$ cat config.mk
export PLATFORM = sky130hd
export DESIGN_NAME = alu_cmd_driver
export DESIGN_NICKNAME = d
export VERILOG_FILES = /design/src/rtl/alu_cmd_driver.sv
export SDC_FILE = /design/constraint.sdc
export NUM_CORES = 1
export LEC_CHECK = 0
export ABC_AREA = 1
export BUFFER_PORTS_ARGS = -buffer_cell sky130_fd_sc_hd__buf_2
export CORE_MARGIN = 3
export CORE_UTILIZATION = 60
export CTS_BUF_LIST = sky130_fd_sc_hd__clkbuf_4
export CTS_CLUSTER_DIAMETER = 30
export CTS_CLUSTER_SIZE = 40
export DETAILED_ROUTE_END_ITERATION = 10
export HOLD_SLACK_MARGIN = 0.02
export MAX_ROUTING_LAYER = met4
export PLACE_DENSITY_LB_ADDON = 0.25
export SLEW_MARGIN = 5
export SYNTH_ARGS = -nofsm -noshare
export SYNTH_HDL_FRONTEND = slang
export SYNTH_SLANG_ARGS = --single-unit
$ cat constraint.sdc
create_clock -name clk -period 5.2 [get_ports clk]
set_input_delay 0.52 -clock clk [delete_from_list [all_inputs] [get_ports clk]]
set_output_delay 0.52 -clock clk [all_outputs]
set_load 0.02 [all_outputs]
$ cat src/rtl/alu_cmd_driver.sv
// alu_cmd_driver: queues ALU commands in a FIFO, issues one at a time to an external ALU,
// holds operands for a settle window, then returns the captured result via valid/ready.
module alu_cmd_driver #(
    parameter int DEPTH  = 4,
    parameter int PTRW   = 2,
    parameter int SETTLE = 2
) (
    input  logic            clk,
    input  logic            rst_n,
    input  logic            cmd_valid,
    output logic            cmd_ready,
    input  logic [31:0]     cmd_a,
    input  logic [31:0]     cmd_b,
    input  logic [2:0]      cmd_op,
    input  logic            cmd_cin,
    output logic [31:0]     alu_a,
    output logic [31:0]     alu_b,
    output logic [2:0]      alu_op,
    output logic            alu_cin,
    input  logic [31:0]     alu_r,
    input  logic            alu_cout,
    input  logic            alu_s,
    input  logic            alu_v,
    output logic            rsp_valid,
    input  logic            rsp_ready,
    output logic [31:0]     rsp_r,
    output logic [2:0]      rsp_op,
    output logic            rsp_cout,
    output logic            rsp_s,
    output logic            rsp_v,
    output logic            busy,
    output logic [PTRW:0]   cmd_count
);
    typedef enum logic [1:0] {IDLE, WAIT, RESP} state_t;
    localparam int CW = $clog2(SETTLE) + 1;
    state_t          state;
    logic [CW-1:0]   cnt;
    logic [31:0]     mem_a [DEPTH];
    logic [31:0]     mem_b [DEPTH];
    logic [2:0]      mem_op [DEPTH];
    logic            mem_cin [DEPTH];
    logic [PTRW-1:0] wr_ptr, rd_ptr;
    logic            push, pop;
    assign cmd_ready = cmd_count < (PTRW+1)'(DEPTH);
    assign push      = cmd_valid && cmd_ready;
    // pop looks at the registered count, so a command pushed this cycle cannot bypass the FIFO
    assign pop       = (state == IDLE) && (cmd_count != '0);
    assign busy      = state != IDLE;
    always_ff @(posedge clk) begin
        if (push) begin
            mem_a[wr_ptr]   <= cmd_a;
            mem_b[wr_ptr]   <= cmd_b;
            mem_op[wr_ptr]  <= cmd_op;
            mem_cin[wr_ptr] <= cmd_cin;
        end
    end
    always_ff @(posedge clk or negedge rst_n) begin
        if (!rst_n) begin
            state     <= IDLE;
            cnt       <= '0;
            wr_ptr    <= '0;
            rd_ptr    <= '0;
            cmd_count <= '0;
            alu_a     <= '0;
            alu_b     <= '0;
            alu_op    <= '0;
            alu_cin   <= 1'b0;
            rsp_valid <= 1'b0;
            rsp_r     <= '0;
            rsp_op    <= '0;
            rsp_cout  <= 1'b0;
            rsp_s     <= 1'b0;
            rsp_v     <= 1'b0;
        end else begin
            wr_ptr    <= push ? wr_ptr + 1'b1 : wr_ptr;
            rd_ptr    <= pop ? rd_ptr + 1'b1 : rd_ptr;
            cmd_count <= cmd_count + (PTRW+1)'(push) - (PTRW+1)'(pop);
            case (state)
                IDLE: if (pop) begin
                    alu_a   <= mem_a[rd_ptr];
                    alu_b   <= mem_b[rd_ptr];
                    alu_op  <= mem_op[rd_ptr];
                    alu_cin <= mem_cin[rd_ptr];
                    cnt     <= CW'(SETTLE - 1);
                    state   <= WAIT;
                end
                WAIT: if (cnt != '0) begin
                    cnt <= cnt - 1'b1;
                end else begin
                    rsp_r     <= alu_r;
                    rsp_op    <= alu_op;
                    rsp_cout  <= alu_cout;
                    rsp_s     <= alu_s;
                    rsp_v     <= alu_v;
                    rsp_valid <= 1'b1;
                    state     <= RESP;
                end
                RESP: if (rsp_ready) begin
                    rsp_valid <= 1'b0;
                    state     <= IDLE;
                end
                default: state <= IDLE;
            endcase
        end
    end
endmodule

; After elaboration in Yosys (flattened, before gate mapping)
; Memories as Yosys holds them, arrays and structs flattened. A register that Yosys moved wholly into a read port is not among the register bits.
; Cells that the tools add are included.
; Widths: inputs -> output; s select.
[totals]
regBits = 50
ram_bits = 272
input_bits = 107
wordCells = 56
mem_count = 4
[memory_table]
columns = name, words, width, read_ports, rd_clocked_by_memory_dff, wr, line_no
row1 = mem_a, 4, 32, 1, 1, 1, 38  ; logic [31:0] mem_a [DEPTH];
row2 = mem_b, 4, 32, 1, 1, 1, 39  ; logic [31:0] mem_b [DEPTH];
row3 = mem_op, 4, 3, 1, 1, 1, 40  ; logic [2:0] mem_op [DEPTH];
row4 = mem_cin, 4, 1, 1, 1, 1, 41  ; logic mem_cin [DEPTH];
[op_classes]
n_addsub = 5
magnitude_cmp = 1
n_eq_ne = 6
n_mux = 11
n_bitwise = 1
reduce_logical = 17
[op_table]
columns = op, n
row1 = $reduce_and 3->1, 3
row2 = $mux 2, 4
row3 = $ne 2x2->1 const B, 4
row4 = $reduce_bool 2->1, 4
row5 = $pmux 2 s3, 1
row6 = $add 2x1->2 const B, 2
row7 = $logic_not 1->1, 4
row8 = $mux 1, 4
row9 = $pmux 2 s2, 1
row10 = $reduce_and 2->1, 2
row11 = $add 3x1->3, 1
row12 = $lt 3x3->1 const B, 1
row13 = $reduce_bool 3->1, 1
row14 = $sub 3x1->3, 1
row15 = $eq 2x1->1 const B, 1
row16 = $eq 2x2->1 const B, 1
row17 = $logic_and 1x1->1, 2
row18 = $logic_not 2->1, 1
row19 = $pmux 1 s2, 1
row20 = $sub 2x1->2 const B, 1
row21 = $not 1->1, 1

; Longest topological paths before layout
; Gate-level depths: netlist (run 1).
[logic_depth]
ltp_word = 4
ltp_mapped = 12

; Worst setup path before layout (run 1)
; No wires, ideal clock.
[synth_timing]
kind = register to register
from = register cmd_count[2]
to = memory mem_a[0][0], enable pin
arrival_ns = 3.770
required_time_ns = 4.705
setup_slack_ns = 0.935
path_stages_with_launch = 4
n_path_buf = 0
cell_sequence = dfrtp_1 > inv_1 > nand2_1 > nor2_1
[synth_between]
elab_chain_cells = 4
[synth_rtl]
columns = item, line_no
row1 = start: declaration, 32  ; output logic [PTRW:0] cmd_count
row2 = start signal: assignment, 77  ; cmd_count <= cmd_count + (PTRW+1)'(push) - (PTRW+1)'(pop);
row3 = $lt 3x3->1, 44  ; assign cmd_ready = cmd_count < (PTRW+1)'(DEPTH);
row4 = named net cmd_ready, 11  ; output logic cmd_ready,
row5 = $logic_and 1x1->1, 45  ; assign push = cmd_valid && cmd_ready;
row6 = $mux 1, 50  ; if (push) begin
row7 = $mux 1 (not written as such), 51  ; mem_a[wr_ptr] <= cmd_a;
row8 = end: declaration, 38
; The timed path passes the listed nets, and every way through them passes these cells.

; Worst setup path in the final report (run 1)
[layout_timing]
from = register cmd_count[1]
to = register cmd_count[2]
[layout_between]
elab_chain_cells = 4
[layout_rtl]
columns = item, line_no
row1 = $lt 3x3->1, 44
row2 = $logic_and 1x1->1, 45
row3 = $add 3x1->3, 77
row4 = $sub 3x1->3 *, 77
; Every way passes the cells marked *; elsewhere a longest branch is shown, timed or not.
; A chain may end at the register's enable or synchronous reset.

==> flow_metrics.py, run 1 <==
metrics = {
    "power": {
        "powerDensity_mw_per_mm2": 572.9,
        "p_leak_nw": 9.673,
        "peakVddDrop_mv": 0.3997,
    },
    "synthesis": {
        "syn_nets": 1704,
        "synth_xor_area_share_pct": 0.2724,
        "synthDistinctLibCells": 20,
        "yosys.area.top_type": "edfxtp_1",
        "synth-seq-cells": 390,
        "synth_area_mm2": 0.01607,
        "netlist_top_cells_area": "edfxtp_1, dfrtp_1, nand2_1",
        "synth.area.mux_share_pct": 0,
        "synth_top_area_share_pct": 50.81,
        "synth_compound_gate_area_share_pct": 0.09341,
        "async_flop_share_pct": 30.26,
        "synthAdderAreaFrac_pct": 0.6694,
        "post-synth-top-count-cell": "nand2_1",
        "synth_top_cells_by_count": "nand2_1, inv_1, edfxtp_1",
        "ys.flop_type": "edfxtp_1",
        "yosysWarnings": 0,
        "synth_cells": 1589,
        "synth_edf_count": 272,
        "yosysSeqAreaShare_pct": 69.18,
        "synthSimpleGateAreaFrac_pct": 20.57,
        "syn_area_per_cell_um2": 10.12,
        "synth_top_family_by_area": "simple AND/OR/NAND/NOR gates",
    },
    "die": {
        "rows": 59,
        "die_height_um": 169.7,
        "start_util_pct": 61.34,
        "io_pins": 219,
        "die_width_um": 169.7,
        "core_area_mm2": 0.02621,
        "die-area_mm2": 0.02879,
    },
    "critical_path": {
        "reg2reg_slack_ns": 2.40,
        "critical_path_arrival_ns": 3.36,
        "path_buf_inv": 3,
        "regToRegStartpoint": "cmd_count[1]",
        "cp_max_fo": 75,
        "cpPeakStageDelay_ns": 0.69,
        "reg2reg_to": "cmd_count[2]",
        "critPathSlowestCell": "nand2_4",
        "required_ns": 5.76,
        "critical-path-top-delay-family": "simple AND/OR/NAND/NOR gates",
        "crit_type": "flip-flop to flip-flop",
        "crit_path_end_kind": "flip-flop",
        "cp_cell_sequence": "nor2_1 > nand2_1 > nand2_4 > inv_2 > ha_1 > inv_1 > ha_1 > inv_1 > fa_1 > xnor2_1 > xor2_1",
        "worstSetupStartpointType": "flip-flop",
        "r2r_cells": 11,
    },
    "finish": {
        "area_delta_synth_final_pct": 21.50,
        "nets": 2031,
        "fillers": 1752,
        "fin_area_mm2": 0.01953,
        "multiInputGateArea_mm2": 0.003511,
        "layout.area.seq_mm2": 0.01113,
        "drive_gt1_share_pct": 18.76,
    },
    "sta": {
        "whs_ns": 0.09653,
        "final.period_utilization_pct": 53.89,
        "fmax_mhz": 356.9,
        "setup_violations": 0,
        "grt_setup_unrepaired": "false",
        "final_max_slew_viol_count": 0,
        "period_minus_slack_ns": 2.802,
        "fin_setup_tns_ns": 0,
        "tightestPinTransition_ns": 1.098,
        "fin_skew_ns": 0.08201,
        "relSlewSlack_pct": 26.83,
        "hold_violations": 0,
    },
    "grt": {
        "track_usage_pct": 25.86,
        "grt.overflow.total": 0,
        "grt_max_degree": 103,
        "grt_pass1_wl_um": 57130,
        "antenna_found_initial": 3,
        "grt_pass1_vias": 11610,
    },
    "route": {
        "dr.pass1.iters": 5,
        "vias": 11500,
        "vias_per_cell": 4.965,
        "wl_per_cell_um": 15.39,
        "first_iter_violations": 761,
        "drcViolationCount": 0,
        "wl_um": 35640,
        "ant_nets": 0,
    },
    "clock_tree": {
        "post_cts_buffers": 0,
        "clkLatencyLatePin_ns": 0.71,
        "cts_tree": "yes",
        "cts_root_buf": "clkbuf_4",
        "htreeDepth": 3,
        "numCtsBuffers": 74,
        "cts_resized": 0,
        "cts_sinks": 390,
        "ctsHoldBuffers": 91,
        "clockBufferDepth": 3,
        "path_clk_slew_ns": 0.08,
    },
    "placement": {
        "numPortBuffers": 218,
        "place_area_mm2": 0.01739,
        "place_congestion": 0.7516,
        "dp_hpwl_um": 19230,
    },
    "run": {
        "maxCapViolCount": 0,
    },
    "hold_path": {
        "whs_path_depth": 1,
        "hold_end": "mem_b[1][8]",
        "hold_path.class": "input port to flip-flop",
        "hp-start": "cmd_b[8]",
    },
    "status": {
        "status": "completed",
    },
}
## logic make-up after synthesis
family,count (synthesis)
AOI/OAI and AO/OA,3
xor gates and xnor gates,5
adders and majority gates,8
buffers and inverters,362
DFF,390
and+or+nand+nor,821
## worst max-delay path by stage
stage / from / endpoint / slack [ns] / cells after the start
final: cmd_count[1] / cmd_count[2] / 2.40 / 11
after CTS: cmd_count[1] / cmd_count[2] / 2.36 / 11
after global placement: cmd_count[1] / cmd_count[2] / 2.43 / 11
after floorplan: cmd_count[2] / mem_a[0][0] / 0.94 / 3
after detailed placement: cmd_count[1] / cmd_count[2] / 2.38 / 11
after global routing: cmd_count[1] / cmd_count[2] / 2.17 / 11
## layer usage
metal,global-route usage [%],part of all wire (%)
met4,9.673,2.4
met2,44.99,51
met3,4.729,7.1
met5,-,0
met1,30.13,40
## registers in the layout (all words and copies together) (netlist names)
name       flops
alu_a         32
alu_b         32
alu_cin        1
alu_op         3
cmd_count      3
cnt            2
mem_a        128
mem_b        128
mem_cin        4
mem_op        12
rd_ptr         2
rsp_cout       1
rsp_op         3
rsp_r         32
rsp_s          1
rsp_v          1
rsp_valid      1
state          2
wr_ptr         2
## power breakdown
group / switching [mW] / total [mW] / leakage (nW) / internal (mW)
Combinational: 2.87 / 4.08 / 5.09 / 1.21
Sequential: 0.378 / 4.50 / 3.92 / 4.13
Clock: 1.21 / 2.61 / 0.666 / 1.40
## cell usage in the layout, fill, tap and decap left out, types with 6 or more instances in the layout
| cell | Yosys | final |
|---|---|---|
| buf_2 | 49 | 217 |
| buf_4 | 14 | 11 |
| bufinv_16 | 0 | 11 |
| clkbuf_4 | 0 | 86 |
| clkinv_1 | 0 | 10 |
| clkinv_2 | 0 | 13 |
| clkinv_4 | 0 | 6 |
| clkinvlp_4 | 0 | 7 |
| dfrtp_1 | 118 | 116 |
| dlygate4sd3_1 | 0 | 91 |
| edfxtp_1 | 272 | 272 |
| ha_1 | 7 | 7 |
| inv_1 | 288 | 287 |
| nand2_1 | 635 | 634 |
| nand3_1 | 177 | 177 |
## worst register-to-register path, stage by stage, from the launching register on
cell and delay [ns]:
dfrtp_1 0.44, nor2_1 0.13, nand2_1 0.13, nand2_4 0.69, inv_2 0.11, ha_1 0.29
inv_1 0.06, ha_1 0.14, inv_1 0.05, fa_1 0.37, xnor2_1 0.14, xor2_1 0.14
## final cells by class
type                            instances  area share [%]
Timing Repair Buffer                  323           11.01
Multi-Input combinational cell        837           17.98
Clock inverter                         52           2.947
Sequential cell                       390           56.98
Antenna cell                            3         0.03844
Inverter                              290           5.593
Tap cell                              335           2.146
Clock buffer                           86           3.306
## stage by stage
step | setup WS (ns) | std cells | utilization [%] | power [mW]
4_1_cts | 2.357 | 2313 | 74.50 | 11.27
6_report | 2.398 | 2316 | 74.52 | 11.19
2_1_floorplan | 0.9354 | 1589 | - | 7.372
3_3_place_gp | 2.425 | 2084 | 66.36 | 8.446
5_1_grt | 2.172 | 2316 | 74.52 | 11.98
3_5_place_dp | 2.376 | 2084 | 66.36 | 8.584
(Power assumes the default switching activity.)
==> inputs of run 2 (changes only) <==
- ABC_AREA: 1 -> 0
- CORE_UTILIZATION: 60 -> 59
- clock period: 5.2 -> 2.6 ns (I/O delays scaled with it)
==> flow_metrics.py, run 2 <==
metrics = {
    "clock_tree": {
        "numCtsBuffers": 69,
        "cts_root_buf": "clkbuf_4",
        "clkLatencyLatePin_ns": 0.68,
        "cts_resized": 0,
        "cts_tree": "yes",
        "cts_sinks": 390,
        "clockBufferDepth": 3,
        "path_clk_slew_ns": 0.09,
        "htreeDepth": 3,
        "post_cts_buffers": 0,
    },
    "sta": {
        "hold_violations": 0,
        "fin_setup_tns_ns": 0,
        "relSlewSlack_pct": 27.35,
        "fmax_mhz": 447.0,
        "setup_violations": 0,
        "tightestPinTransition_ns": 1.090,
        "final.period_utilization_pct": 86.04,
        "fin_skew_ns": 0.04886,
        "final_max_slew_viol_count": 0,
        "grt_setup_unrepaired": "false",
        "period_minus_slack_ns": 2.237,
    },
    "synthesis": {
        "ys.flop_type": "edfxtp_1",
        "yosys.area.top_type": "edfxtp_1",
        "synth_cells": 639,
        "post-synth-top-count-cell": "edfxtp_1",
        "synth_top_cells_by_count": "edfxtp_1, dfrtp_1, mux2_2",
        "syn_nets": 754,
        "synth_area_mm2": 0.01446,
        "synth_top_area_share_pct": 56.49,
        "netlist_top_cells_area": "edfxtp_1, dfrtp_1, mux4_2",
        "synth-seq-cells": 390,
        "yosysSeqAreaShare_pct": 76.91,
        "yosysWarnings": 0,
        "synth_edf_count": 272,
        "synthDistinctLibCells": 29,
        "async_flop_share_pct": 30.26,
        "syn_area_per_cell_um2": 22.63,
    },
    "finish": {
        "postLayoutCoreUtil_pct": 75.89,
        "area_delta_synth_final_pct": 24.66,
        "final_cell_mix": "edfxtp_1, buf_2, dfrtp_1",
        "nets": 1140,
        "drive_gt1_share_pct": 50.00,
        "layout_commonest_cell": "edfxtp_1",
        "top_regs": "mem_a x128, mem_b x128",
        "fillers": 1313,
    },
    "grt": {
        "grt_max_degree": 78,
        "track_usage_pct": 23.30,
        "grt_pass1_vias": 8418,
        "antenna_found_initial": 1,
        "grt_pass1_wl_um": 45690,
        "grt.overflow.total": 0,
    },
    "power": {
        "p_int_mw": 13.72,
        "power.share.clock_pct": 21.0,
        "switching_share_pct": 33.29,
        "seqPwrFrac_pct": 44.7,
        "p_leak_nw": 6.892,
        "net-switching-power_mw": 6.848,
        "power_frac_comb_pct": 34.2,
        "powerDensity_mw_per_mm2": 1141,
        "peakVddDrop_mv": 0.8248,
    },
    "route": {
        "ant_nets": 0,
        "first_iter_violations": 358,
        "vias_per_cell": 5.400,
        "wl_per_cell_um": 20.48,
        "drcViolationCount": 0,
        "wl_um": 28740,
        "dr.pass1.iters": 5,
        "vias": 7576,
    },
    "critical_path": {
        "critPathSlowestCell": "dfrtp_1",
        "cp_cell_sequence": "nor3_2 > nor3_4 > ha_1 > inv_1 > ha_1 > inv_1 > fa_1 > xnor2_1 > xnor2_1",
        "required_ns": 3.17,
        "critical-path-top-delay-family": "adder cells",
        "cp_max_fo": 5,
        "crit_path_end_kind": "flip-flop",
        "critical_path_arrival_ns": 2.80,
        "worstSetupStartpointType": "flip-flop",
        "crit_type": "flip-flop to flip-flop",
        "cpPeakStageDelay_ns": 0.46,
        "path_buf_inv": 2,
    },
    "run": {
        "maxCapViolCount": 0,
    },
    "placement": {
        "numPortBuffers": 218,
        "dp_hpwl_um": 16920,
        "place_congestion": 0.7993,
    },
    "die": {
        "die-area_mm2": 0.02642,
        "core_area_mm2": 0.02375,
        "start_util_pct": 60.87,
        "die_height_um": 162.5,
        "io_pins": 219,
        "die_width_um": 162.5,
        "rows": 56,
    },
    "hold_path": {
        "hold_path.class": "input port to flip-flop",
    },
    "status": {
        "status": "completed",
    },
}
[run 2: cell types whose count changed in the layout (fill, tap and decap cells not counted), moves of 8 or more]
cell / delta
nand2_1: -631
inv_1: -276
nand3_1: -177
mux2_2: +98
mux4_2: +68
dlygate4sd3_1: +16
bufinv_16: -8
mux2_4: +8
[run 2: worst min-delay path, delay by kind of cell]
family,cells,cell delay [ns]
xor+xnor,1,0.08
buf+inv,2,0.24
simple gates,1,0.12
[run 2: kinds of logic after synthesis]
logic type	Yosys count	synth area share [%]
xor gates and xnor gates	5	0.3029
adders and majority gates	8	0.7442
and+or+nand+nor	15	0.7183
AOI/OAI and AO/OA	7	0.2943
buffers and inverters	39	1.904
muxes	175	19.12
DFF	390	76.91
[run 2: final timing paths]
kind	slack [ns]	endpoint	start	cells past startpoint
max	0.36	cmd_count[2]	cmd_count[2]	9
min	0.1	wr_ptr[0]	cmd_valid	4
max reg2reg	0.36	cmd_count[2]	cmd_count[2]	9
min reg2reg	0.46	cnt[0]	cnt[0]	1
max in group asynchronous	0.70	alu_cin	rst_n	4
min in group asynchronous	0.57	alu_b[14]	rst_n	3
[run 2: cell type report]
type	instances	area (µm²)	share of cell area, %
Timing Repair Buffer	343	2400	13.31
Clock inverter	44	347.8	1.930
Tap cell	319	399.1	2.214
Antenna cell	2	5.005	0.02777
Multi-Input combinational cell	210	3073	17.05
Clock buffer	84	630.6	3.499
Sequential cell	390	11130	61.74
Inverter	11	41.29	0.2291
[run 2: per-stage QoR]
| stage | instance area (µm²) | hold slack [ns] | setup WS (ns) | total power [mW] | instances |
|---|---|---|---|---|---|
| after floorplan | 14460 | -0.03559 | 0.2210 | 14.21 | 639 |
| after global placement | 15970 | 0.2041 | 0.5062 | 16.04 | 1166 |
| after detailed placement | 15970 | 0.2096 | 0.3842 | 16.34 | 1166 |
| after CTS | 18020 | 0.03783 | 0.3524 | 20.80 | 1401 |
| after global routing | 18020 | 0.08904 | 0.2532 | 21.73 | 1403 |
| final | 18020 | 0.09955 | 0.3630 | 20.57 | 1403 |
[run 2: routing by layer]
metal | wire length [µm] | global-route usage, % | up-vias
met2 | 14900 | 39.00 | 309
met1 | 11180 | 28.83 | 3864
li1 | - | - | 3366
met4 | 448 | 6.997 | 0
met3 | 2212 | 5.519 | 37
met5 | 0 | - | -
[run 2: power groups by stage]
stage / clock network [mW] / logic (mW) / registers, mW
after global placement: 0 / 6.79 / 9.24
after floorplan: 0 / 4.13 / 10.1
after detailed placement: 0 / 7.01 / 9.34
after global routing: 4.78 / 7.57 / 9.38
after CTS: 4.44 / 7.15 / 9.21
final: 4.33 / 7.04 / 9.20
[run 2: repair_timing]
item | CTS | global route
hold buffers | 107 | 0
setup endpoints to repair | 0 | 0
endpoints found under the hold margin | 427 | 0
==> inputs of run 3 (changes only) <==
- CELL_PAD_IN_SITES_DETAIL_PLACEMENT: not set -> 0
- CELL_PAD_IN_SITES_GLOBAL_PLACEMENT: not set -> 1
- CORE_UTILIZATION: 59 -> 51
==> flow_metrics.py, run 3 (synthesized netlist as in run 2, its figures left out) <==
metrics = {
    "status": {
        "status": "completed",
    },
    "sta": {
        "final_max_slew_viol_count": 0,
        "setup_violations": 0,
        "fin_skew_ns": 0.05072,
        "grt_setup_unrepaired": "false",
        "relSlewSlack_pct": 38.09,
        "final.period_utilization_pct": 82.43,
        "period_minus_slack_ns": 2.143,
        "fin_setup_tns_ns": 0,
        "hold_violations": 0,
        "fmax_mhz": 466.6,
        "tightestPinTransition_ns": 0.9276,
    },
    "die": {
        "rows": 61,
        "die_width_um": 174.4,
        "die-area_mm2": 0.03041,
        "start_util_pct": 51.90,
        "core_area_mm2": 0.02786,
        "io_pins": 219,
        "die_height_um": 174.4,
    },
    "finish": {
        "nets": 1138,
        "area_delta_synth_final_pct": 26.60,
        "fin_area_mm2": 0.01831,
        "postLayoutCoreUtil_pct": 65.71,
        "finalNonFillerCells": 1457,
        "layout_commonest_cell": "edfxtp_1",
        "top_regs": "mem_a x128, mem_b x128",
        "drive_gt1_share_pct": 50.05,
        "fillers": 1925,
        "final_cell_mix": "edfxtp_1, buf_2, dfrtp_1",
    },
    "grt": {
        "antenna_found_initial": 1,
        "grt_pass1_vias": 8324,
        "grt_max_degree": 76,
        "grt_pass1_wl_um": 45260,
        "grt.overflow.total": 0,
        "track_usage_pct": 19.75,
    },
    "clock_tree": {
        "clkLatencyLatePin_ns": 0.68,
        "path_clk_slew_ns": 0.09,
        "htreeDepth": 3,
        "cts_resized": 0,
        "numCtsBuffers": 69,
        "clockBufferDepth": 3,
        "cts_sinks": 390,
        "cts_root_buf": "clkbuf_4",
        "cts_tree": "yes",
        "ctsHoldBuffers": 105,
        "post_cts_buffers": 0,
    },
    "route": {
        "vias": 7467,
        "wl_um": 28310,
        "first_iter_violations": 402,
        "ant_nets": 0,
        "wl_per_cell_um": 19.43,
        "vias_per_cell": 5.125,
        "dr.pass1.iters": 4,
        "drcViolationCount": 0,
    },
    "placement": {
        "place_area_mm2": 0.01607,
        "place_congestion": 0.7557,
        "placedCellCount": 1225,
        "dp_hpwl_um": 16900,
        "numPortBuffers": 218,
    },
    "critical_path": {
        "crit_type": "flip-flop to flip-flop",
        "cp_max_fo": 5,
        "required_ns": 3.18,
        "worstSetupStartpointType": "flip-flop",
        "reg2reg_slack_ns": 0.46,
        "crit_path_end_kind": "flip-flop",
        "critical_path_arrival_ns": 2.72,
    },
    "power": {
        "p_leak_nw": 6.989,
        "powerDensity_mw_per_mm2": 1171,
        "power.total_mw": 21.43,
        "peakVddDrop_mv": 0.7439,
    },
    "run": {
        "maxCapViolCount": 0,
    },
    "hold_path": {
        "hold_path.class": "input port to async pin",
    },
}
run 3: per-stage QoR:
stage / hold slack (ns) / worst slack (ns)
2_1_floorplan: -0.03559 / 0.2210
3_3_place_gp: 0.2406 / 0.4940
3_5_place_dp: 0.2472 / 0.4575
4_1_cts: 0.03480 / 0.4413
5_1_grt: 0.03778 / 0.2939
6_report: 0.08006 / 0.4568
run 3: path summary, 6_finish.rpt:
| path | start | to | cells past startpoint |
|---|---|---|---|
| max | cmd_count[2] | cmd_count[2] | 9 |
| min | rst_n | alu_b[31] | 2 |
| max reg2reg | cmd_count[2] | cmd_count[2] | 9 |
| min reg2reg | cnt[0] | cnt[0] | 1 |
| max in group asynchronous | rst_n | rd_ptr[1] | 3 |
| min in group clk | cmd_valid | wr_ptr[0] | 4 |
run 3: layer usage:
layer	share of wire, %	GRT usage (%)	vias to the layer above	wire [µm]
met3	7.0	5.548	43	1982
met2	52	33.27	247	14670
li1	-	-	3366	-
met5	0	-	-	0
met4	1.3	5.194	0	380
met1	40	23.72	3811	11270
run 3: cell type report:
class	count	area, µm²	share of cell area [%]
sequential	390	11130	60.79
multi-input combinational	210	3073	16.79
timing repair buffer	341	2409	13.16
clock buffer	79	593.1	3.240
clock inverter	46	583.1	3.185
tap	378	473.0	2.584
inverter	11	41.29	0.2256
antenna	2	5.005	0.02734
run 3: worst max-delay path: stages, from the launching register on:
cell and delay [ns]:
dfrtp_1 0.44, nor3_2 0.35, nor3_4 0.08, ha_1 0.28
inv_1 0.05, ha_1 0.13, inv_1 0.05, fa_1 0.37
xnor2_1 0.19, xnor2_1 0.13
run 3: report_power, final:
part / total, mW / switching [mW] / internal (mW)
sequential: 9.16 / 0.862 / 8.30
combinational: 7.10 / 3.61 / 3.49
clock: 5.17 / 2.32 / 2.85
total: 21.4 / 6.80 / 14.6
